### config.mk
export PLATFORM = sky130hd
export DESIGN_NAME = lea_key_schedule_flat
export DESIGN_NICKNAME = d
export VERILOG_FILES = /design/src/rtl/lea_pkg.sv /design/src/rtl/lea_key_schedule_if.sv /design/src/rtl/lea_ks_round.sv /design/src/rtl/lea_key_schedule.sv /design/src/flat_wrapper.sv
export SDC_FILE = /design/constraint.sdc
export NUM_CORES = 1
export LEC_CHECK = 0
export ABC_AREA = 1
export CORE_ASPECT_RATIO = 1.2
export CORE_UTILIZATION = 50
export CTS_BUF_LIST = sky130_fd_sc_hd__clkbuf_4
export CTS_CLUSTER_DIAMETER = 150
export DETAILED_ROUTE_END_ITERATION = 8
export PLACE_DENSITY = 0.8
export REMOVE_ABC_BUFFERS = 1
export SLEW_MARGIN = 25
export SYNTH_ARGS = -nofsm -noshare
export SYNTH_HDL_FRONTEND = slang
export SYNTH_SLANG_ARGS = --single-unit
### constraint.sdc
create_clock -name clk -period 8.1 [get_ports clk]
set_input_delay 0.81 -clock clk [delete_from_list [all_inputs] [get_ports clk]]
set_output_delay 0.81 -clock clk [all_outputs]
set_load 0.01 [all_outputs]
### src/rtl/lea_pkg.sv
// Shared LEA types and helpers: word/round-key types, FSM state encoding, rotate and key packing.
package lea_pkg;

   localparam int LEA_ROUNDS_128 = 24;

   typedef logic [31:0]  word_t;
   typedef logic [191:0] rk_t;

   typedef enum logic {
      ST_IDLE = 1'b0,
      ST_OUT  = 1'b1
   } ks_state_t;

   // Rotate by doubling the word, so an amount of 0 needs no special case.
   function automatic word_t rol32(input word_t x, input logic [4:0] n);
      logic [63:0] dbl;
      dbl = {x, x} << n;
      return dbl[63:32];
   endfunction

   // Round key word order (LSB first): T0, T1, T2, T1, T3, T1.
   function automatic rk_t make_rk(input word_t t0, input word_t t1, input word_t t2, input word_t t3);
      return {t1, t3, t1, t2, t1, t0};
   endfunction

endpackage

### src/rtl/lea_key_schedule_if.sv
// Key-schedule handshake bundle: run request, key/delta inputs and the round-key stream.
interface lea_key_schedule_if;
   import lea_pkg::*;

   logic         start;
   logic [127:0] key;
   word_t        E0;
   word_t        E1;
   word_t        E2;
   word_t        E3;
   logic         rk_ready;
   logic         busy;
   logic         rk_valid;
   rk_t          rk;
   logic [4:0]   rk_idx;
   logic         done;

   modport master (
      output start, key, E0, E1, E2, E3, rk_ready,
      input  busy, rk_valid, rk, rk_idx, done
   );

   modport slave (
      input  start, key, E0, E1, E2, E3, rk_ready,
      output busy, rk_valid, rk, rk_idx, done
   );

endinterface

### src/rtl/lea_ks_round.sv
// One LEA-128 key-schedule round: adds rotated delta to each T word, then applies the fixed rotation.
module lea_ks_round
   import lea_pkg::*;
(
   input  word_t      t0,
   input  word_t      t1,
   input  word_t      t2,
   input  word_t      t3,
   input  logic [4:0] idx,
   input  word_t      d,
   output word_t      t0_n,
   output word_t      t1_n,
   output word_t      t2_n,
   output word_t      t3_n
);

   // idx+k stays below 32 for every valid round, and 5-bit wrap gives mod 32 anyway.
   assign t0_n = rol32(t0 + rol32(d, idx),         5'd1);
   assign t1_n = rol32(t1 + rol32(d, idx + 5'd1),  5'd3);
   assign t2_n = rol32(t2 + rol32(d, idx + 5'd2),  5'd6);
   assign t3_n = rol32(t3 + rol32(d, idx + 5'd3),  5'd11);

endmodule

### src/rtl/lea_key_schedule.sv
// Iterative LEA-128 key schedule: one round key per accepted handshake, no key RAM.
//   state   | meaning
//   ST_IDLE | waiting for start; round 0 is computed from the key input
//   ST_OUT  | rk holds RK_idx; next round advances on rk_ready
module lea_key_schedule
   import lea_pkg::*;
#(
   parameter int ROUNDS = LEA_ROUNDS_128
) (
   input logic              clk,
   input logic              rst,
   lea_key_schedule_if.slave ks
);

   localparam logic [4:0] LAST_IDX = 5'(ROUNDS - 1);

   ks_state_t  state;
   word_t      t0_q, t1_q, t2_q, t3_q;
   word_t      r_t0, r_t1, r_t2, r_t3;
   word_t      t0_n, t1_n, t2_n, t3_n;
   word_t      d;
   logic [4:0] idx_q;
   logic [4:0] round_idx;
   rk_t        rk_q;
   logic       valid_q;
   logic       busy_q;
   logic       done_q;

   // Round inputs come from the key in IDLE, from the T registers otherwise.
   always_comb begin
      r_t0      = t0_q;
      r_t1      = t1_q;
      r_t2      = t2_q;
      r_t3      = t3_q;
      round_idx = idx_q + 5'd1;
      if (state == ST_IDLE) begin
         r_t0      = ks.key[31:0];
         r_t1      = ks.key[63:32];
         r_t2      = ks.key[95:64];
         r_t3      = ks.key[127:96];
         round_idx = 5'd0;
      end
      case (round_idx[1:0])
         2'd0:    d = ks.E0;
         2'd1:    d = ks.E1;
         2'd2:    d = ks.E2;
         default: d = ks.E3;
      endcase
   end

   lea_ks_round u_round (
      .t0   (r_t0),
      .t1   (r_t1),
      .t2   (r_t2),
      .t3   (r_t3),
      .idx  (round_idx),
      .d    (d),
      .t0_n (t0_n),
      .t1_n (t1_n),
      .t2_n (t2_n),
      .t3_n (t3_n)
   );

   always_ff @(posedge clk) begin
      if (rst) begin
         state   <= ST_IDLE;
         t0_q    <= '0;
         t1_q    <= '0;
         t2_q    <= '0;
         t3_q    <= '0;
         idx_q   <= '0;
         rk_q    <= '0;
         valid_q <= 1'b0;
         busy_q  <= 1'b0;
         done_q  <= 1'b0;
      end else begin
         done_q <= 1'b0;
         case (state)
            ST_IDLE: begin
               if (ks.start) begin
                  t0_q    <= t0_n;
                  t1_q    <= t1_n;
                  t2_q    <= t2_n;
                  t3_q    <= t3_n;
                  rk_q    <= make_rk(t0_n, t1_n, t2_n, t3_n);
                  idx_q   <= 5'd0;
                  valid_q <= 1'b1;
                  busy_q  <= 1'b1;
                  state   <= ST_OUT;
               end
            end
            ST_OUT: begin
               if (ks.rk_ready) begin
                  if (idx_q == LAST_IDX) begin
                     // rk and T keep their final values after the run.
                     valid_q <= 1'b0;
                     busy_q  <= 1'b0;
                     done_q  <= 1'b1;
                     idx_q   <= 5'd0;
                     state   <= ST_IDLE;
                  end else begin
                     t0_q  <= t0_n;
                     t1_q  <= t1_n;
                     t2_q  <= t2_n;
                     t3_q  <= t3_n;
                     rk_q  <= make_rk(t0_n, t1_n, t2_n, t3_n);
                     idx_q <= round_idx;
                  end
               end
            end
            default: state <= ST_IDLE;
         endcase
      end
   end

   assign ks.rk       = rk_q;
   assign ks.rk_idx   = idx_q;
   assign ks.rk_valid = valid_q;
   assign ks.busy     = busy_q;
   assign ks.done     = done_q;

endmodule
### src/flat_wrapper.sv
// flat-port wrapper written by rule: the top's interface ports become plain ports
module lea_key_schedule_flat import lea_pkg::*;
#(
   parameter int ROUNDS = LEA_ROUNDS_128
)
  (clk, rst, ks_start, ks_key, ks_E0, ks_E1, ks_E2, ks_E3, ks_rk_ready, ks_busy, ks_rk_valid, ks_rk, ks_rk_idx, ks_done);
  lea_key_schedule_if ks_i ();
  input logic clk;
  input logic rst;
  input wire logic [$bits(ks_i.start)-1:0] ks_start;
  input wire logic [$bits(ks_i.key)-1:0] ks_key;
  input wire logic [$bits(ks_i.E0)-1:0] ks_E0;
  input wire logic [$bits(ks_i.E1)-1:0] ks_E1;
  input wire logic [$bits(ks_i.E2)-1:0] ks_E2;
  input wire logic [$bits(ks_i.E3)-1:0] ks_E3;
  input wire logic [$bits(ks_i.rk_ready)-1:0] ks_rk_ready;
  output wire logic [$bits(ks_i.busy)-1:0] ks_busy;
  output wire logic [$bits(ks_i.rk_valid)-1:0] ks_rk_valid;
  output wire logic [$bits(ks_i.rk)-1:0] ks_rk;
  output wire logic [$bits(ks_i.rk_idx)-1:0] ks_rk_idx;
  output wire logic [$bits(ks_i.done)-1:0] ks_done;
  assign ks_i.start = ks_start;
  assign ks_i.key = ks_key;
  assign ks_i.E0 = ks_E0;
  assign ks_i.E1 = ks_E1;
  assign ks_i.E2 = ks_E2;
  assign ks_i.E3 = ks_E3;
  assign ks_i.rk_ready = ks_rk_ready;
  assign ks_busy = ks_i.busy;
  assign ks_rk_valid = ks_i.rk_valid;
  assign ks_rk = ks_i.rk;
  assign ks_rk_idx = ks_i.rk_idx;
  assign ks_done = ks_i.done;
  lea_key_schedule #(.ROUNDS(ROUNDS)) u_core (.clk(clk), .rst(rst), .ks(ks_i));
endmodule
* After elaboration in Yosys (flattened, before gate mapping)
Index checks and enable logic that the tools add are counted.
** Storage, ports and cells
- Bits in registers :: 328
- Bits of input ports :: 260
- Output and inout bits :: 200
- Logic and storage cells :: 74
** Cells by class
- Add/sub/neg operators :: 8
- Equal/unequal tests :: 7
- Shift-type cells :: 4
- Muxes and demuxes :: 39
- Bitwise operators :: 2
- Reductions and logical operators :: 5
** Operators by type and width (number)
- $mux 192 :: 3
- $mux 32 :: 16
- $pmux 192 s2 :: 1
- $pmux 32 s2 :: 4
- $shl 64x5->64 :: 4
- $add 32x32->32 :: 4
- $pmux 32 s3 :: 1
- $mux 5 :: 4
- $add 5x1->5 const B :: 2
- $add 5x2->5 const B :: 2
- $pmux 5 s2 :: 1
- $ne 2x2->1 const B :: 4
- $mux 1 :: 7
- $reduce_and 3->1 :: 2
- $eq 5x5->1 const B :: 1
- $pmux 1 s2 :: 2
- $reduce_or 3->1 :: 1
- $eq 2x1->1 const B :: 1
- $eq 2x2->1 const B :: 1
- $logic_not 2->1 :: 1
- $not 1->1 :: 2
- $reduce_and 2->1 :: 1

* Depth between registers and ports, before layout
- Depth after elaboration :: 9
- Mapped depth :: 37
- Gate-level depth less buffers :: 34

* Modules after synthesis
From an unflattened synthesis, not the netlist that was laid out.
** Second synthesis, totals
- Cell total of the unflattened synthesis :: 4281
- Area, all modules :: 22612.9 um^2
** By module, submodules not included
- lea_ks_round :: times used 1, cells each 2728, area an instance 13425.4 um^2, seq. area each 0.0 um^2
- lea_key_schedule :: times used 1, cells each 1553, area an instance 9187.6 um^2, seq. area each 2722.6 um^2

* Least setup slack after synthesis
No wires, ideal clock.
- Path type :: reg-to-reg
- Start :: register u_core.idx_q[0], in the netlist u_core.ks.rk_idx[0]
- End :: register u_core.t0_q[23]
- Library setup time :: 111 ps
- Arrival :: 4844 ps
- Required time :: 7989 ps
- Path slack :: 3145 ps
- Stages on the path, launching flop included :: 34
- Path buffers :: 4
- Period minus slack after synthesis :: 4955 ps
- Path through :: dfxtp_1 ha_1 nand2_1 buf_2 buf_2 buf_2 ha_1 buf_2 nand2_1 nand3_1 nand2_1 nand3_1 nand2_1 nand2_1 nand2_1 o21ai_0 inv_1 nand2_1 o21ai_0 o21ai_0 ha_1 inv_1 fa_1 o21ai_0 a21oi_1 o21ai_0 a21o_1 nand2_1 nand2_1 nand2_1 nand3_1 nand3_1 nand3_1 inv_1
** Between the ends
- Word-level cells in the longest chain between the ends :: 9
- Elaborated cells between the ends (all ways) :: 15
- Those cells by class :: add/sub (2); eq/ne (4); shift (1); mux (6); reduce/logical (2)
** Ends and longest elaborated chain
- start, declared :: RTL line lea_key_schedule.sv:22 : logic [4:0] idx_q;
- start signal, assigned :: RTL line lea_key_schedule.sv:107 : idx_q <= round_idx;
- $add 5x1->5 :: RTL line lea_key_schedule.sv:35 : round_idx = idx_q + 5'd1;
- $mux 5 :: RTL line lea_key_schedule.sv:36 : if (state == ST_IDLE) begin
- $eq 2x2->1 (tied with other cells) :: RTL line lea_key_schedule.sv:43 : case (round_idx[1:0])
- $pmux 32 s3 :: RTL line lea_key_schedule.sv:43
- $shl 64x5->64 :: RTL line lea_pkg.sv:17 : dbl = {x, x} << n;
- $add 32x32->32 :: RTL line lea_ks_round.sv:18 : assign t0_n = rol32(t0 + rol32(d, idx), 5'd1);
- $mux 32 :: RTL line lea_key_schedule.sv:94 : if (idx_q == LAST_IDX) begin
- $mux 32 :: RTL line lea_key_schedule.sv:93 : if (ks.rk_ready) begin
- $pmux 32 s2 :: RTL line lea_key_schedule.sv:78 : case (state)
- end signal, assigned :: RTL line lea_key_schedule.sv:81 : t0_q <= t0_n;
- end signal, assigned :: RTL line lea_key_schedule.sv:102 : t0_q <= t0_n;
- end, declared :: RTL line lea_key_schedule.sv:18 : word_t t0_q, t1_q, t2_q, t3_q;
Several ways; a longest one is shown, not always the timed one. The select of a mux whose other input is x is not followed.
A chain may end at the register's enable or synchronous reset.

* Worst setup path in the final report
Ends and elaborated chain as after synthesis.

==> impl_metrics.ini <==
[critical_path]
required_ns = 8.75
rrSetupSlack_ns = 1.81
slowest_stage = ha_1
r2r-start = u_core.ks.rk_idx[0]$_SDFFE_PP0P_
cp_slowest_stage_delay_ns = 0.60
setup.worst_path.class = reg -> reg
start_kind = flip-flop
crit_arrival_ns = 6.94
cpMostUsedCell = nand2_1
r2r-end = u_core.t0_q[23]$_SDFFE_PP0P_
ff2ff_path_depth = 31
critPathMaxFanout = 40
end_kind = flip-flop

[clock_tree]
cts_root_buffer = clkbuf_4
cts_tree = done
cts_hold_buf = 0
cts_buffer_depth = 2
ctsResizeCount = 0
clkSlewWorstSetupHoldPaths_ns = 0.16
cts_sinks = 136
clk_latency_ns = 0.74
numCtsBuffers = 17
post-cts-setup-buffers = 0
htree_levels = 4

[detailed_routing]
drtPass1Iterations = 8
drtIter0Drc = 2195
drt-total-wl_um = 83900
drc = 0
vias = 25800
final_antenna_net_count = 0
routedWlPerCell_um = 18.4
viasPerCell = 5.66

[synthesis]
synth_top_cell_by_area = nand2_1
synth-seq-area-share_pct = 13.0
syn_avg_cell_area_sq_um = 5.60
yosys_register_bits = 136
syn-cell-area_sq_um = 20900
synth.top_cells.by_area = nand2_1 24%, dfxtp_1 13%, o21ai_0 9.9%
ys_types = 52
ys_warn_count = 0
netlist_instances = 3736
synth_top_area_share_pct = 23.6

[worst_hold_path]
hold_depth = 2
min_to = u_core.ks.rk_valid$_SDFFE_PP0P_
hold_path.class = reg -> reg
min_from = u_core.ks.rk_valid$_SDFFE_PP0P_

[run_status]
outcome = finished clean

[cells_and_area]
fin_cells = 4554
syn2layout_area_growth_pct = 21.4
final_nets = 4397
layout_commonest_cell = nand2_1
design_area_sq_um = 25400
drive_gt1_share_pct = 2.96
mostFrequentLayoutCells = 1,313 x nand2_1, 459 x clkdlybuf4s50_1, 413 x o21ai_0

[grt]
grtUsageTotal_pct = 38.3
grt_pass1_vias = 24100
grt_overflow = 0
grt_pass1_wl_um = 128000
grt_start_max_net_pins = 109
antenna_found_initial = 1

[timing]
holdWs_ns = 0.504
slew_headroom_pct = 32.6
fin_crit_sh_pct = 77.6
clock_skew_ns = 0.0335
setup_violations = 0
worstMarginPinSlew_ns = 1.01
drv_slew = 0
fmax_mhz = 159
final.setup.tns_ns = 0
hold_viol = 0
rsz0062_at_grt = false
period_needed_ns = 6.29

[flow_run]
cap_violations = 0

[floorplanning]
fp.dieW_um = 189
io_pins = 460
rows = 81
fp.dieArea_sq_um = 42600
core_sq_um = 41000
dieHeight_um = 226
start_util_pct = 50.9

[pwr]
power.total_mw = 4.64
vdd_drop_max_mv = 0.116
p_leak_nw = 12.6
powerDensity_nw_per_um2 = 183

[place]
post-dp-hpwl_um = 67700
place_inst = 4521
gp_congestion = 1.04
port-buffer-count = 459
placedInstanceArea_sq_um = 25100
## through the flow
step           setup WS (ns)  util (%)
5_1_grt                 1.24      61.8
4_1_cts                 1.96      61.8
2_1_floorplan          -1.74         -
3_5_place_dp            1.96      61.2
6_report                1.81      61.8
3_3_place_gp            1.81      61.2
## critical path, delay by kind of cell, from the launching register on
family | cells | cell delay, ns
AOI/OAI and AO/OA | 7 | 1.81
adders and majority gates | 4 | 1.59
buffers and inverters | 5 | 0.92
DFF | 1 | 0.55
and+or+nand+nor | 15 | 1.32
## state kept, by name, indices dropped and copies added, names as in the netlist
signal / flops
u_core.ks.rk_valid: 1
u_core.t3_q: 31
u_core.t0_q: 31
u_core.t2_q: 31
u_core.ks.rk_idx: 5
u_core.ks.done: 1
u_core.state: 1
u_core.t1_q: 31
u_core.ks.rk: 4
## synth_stat cells, drive strengths merged
library cell	number
o211ai	39
and2	19
a21o	23
mux2i	38
nand3b	8
dfxtp	136
nand3	361
or2	12
a31o	3
xor2	52
xnor2	34
a31oi	40
clkbuf	96
nor2	160
o221ai	6
a21oi	182
inv	333
nand2	1316
nor3b	1
nor3	21
buf	144
o21ai	454
a211oi	3
ha	132
o21bai	73
a21boi	6
o21a	11
nand4	14
a221oi	3
clkinv	2
fa	4
o31ai	2
nor4	8
## how the worst max path moves through the flow
| stage | slack (ns) | from | cells after the start | to |
|---|---|---|---|---|
| after floorplan | -1.74 | u_core.state$_SDFF_PP0_ | 20 | u_core.t1_q[25]$_SDFFE_PP0P_ |
| after global placement | 1.81 | u_core.ks.rk_idx[0]$_SDFFE_PP0P_ | 30 | u_core.t0_q[23]$_SDFFE_PP0P_ |
| after CTS | 1.96 | u_core.ks.rk_idx[0]$_SDFFE_PP0P_ | 30 | u_core.t0_q[23]$_SDFFE_PP0P_ |
| after detailed placement | 1.96 | u_core.state$_SDFF_PP0_ | 31 | u_core.t0_q[23]$_SDFFE_PP0P_ |
| final | 1.81 | u_core.ks.rk_idx[0]$_SDFFE_PP0P_ | 31 | u_core.t0_q[23]$_SDFFE_PP0P_ |
| after global routing | 1.24 | u_core.ks.rk_idx[0]$_SDFFE_PP0P_ | 31 | u_core.t0_q[23]$_SDFFE_PP0P_ |
## where the power goes
group | leakage, nW | internal (mW) | switching, mW
clock | 0.136 | 0.162 | 0.333
sequential | 1.13 | 0.785 | 0.113
combinational | 11.4 | 1.26 | 1.98
## final cells by class
type,count,area [sq um]
clock inverter,13,123
fill,4288,15700
tap,539,674
inverter,335,1270
timing repair buffer,486,4800
antenna,1,2.50
sequential,136,2730
multi-input combinational,3025,15600
clock buffer,19,143
## cell families after synthesis
logic type,synth area share [%]
AND/OR/NAND/NOR,38.1
AO/OA/AOI/OAI,22.6
buffers and inverters,12.2
adder cells (fa/ha/maj),8.28
flip-flops,13.0
XOR/XNOR,3.96
multiplexers,1.82
## metal layers
layer  share of wire [%]  routed length (um)  vias to the layer above  GRT usage (%)
met3                 6.5                5480                      248           5.67
li1                    -                   -                    12800              -
met1                  39               33000                    11700           44.0
met2                  48               40500                     1046           66.7
met5                   0                   0                        -              0
met4                 5.9                4960                        0           23.6
No activity file was read; power rests on OpenSTA's default activity.
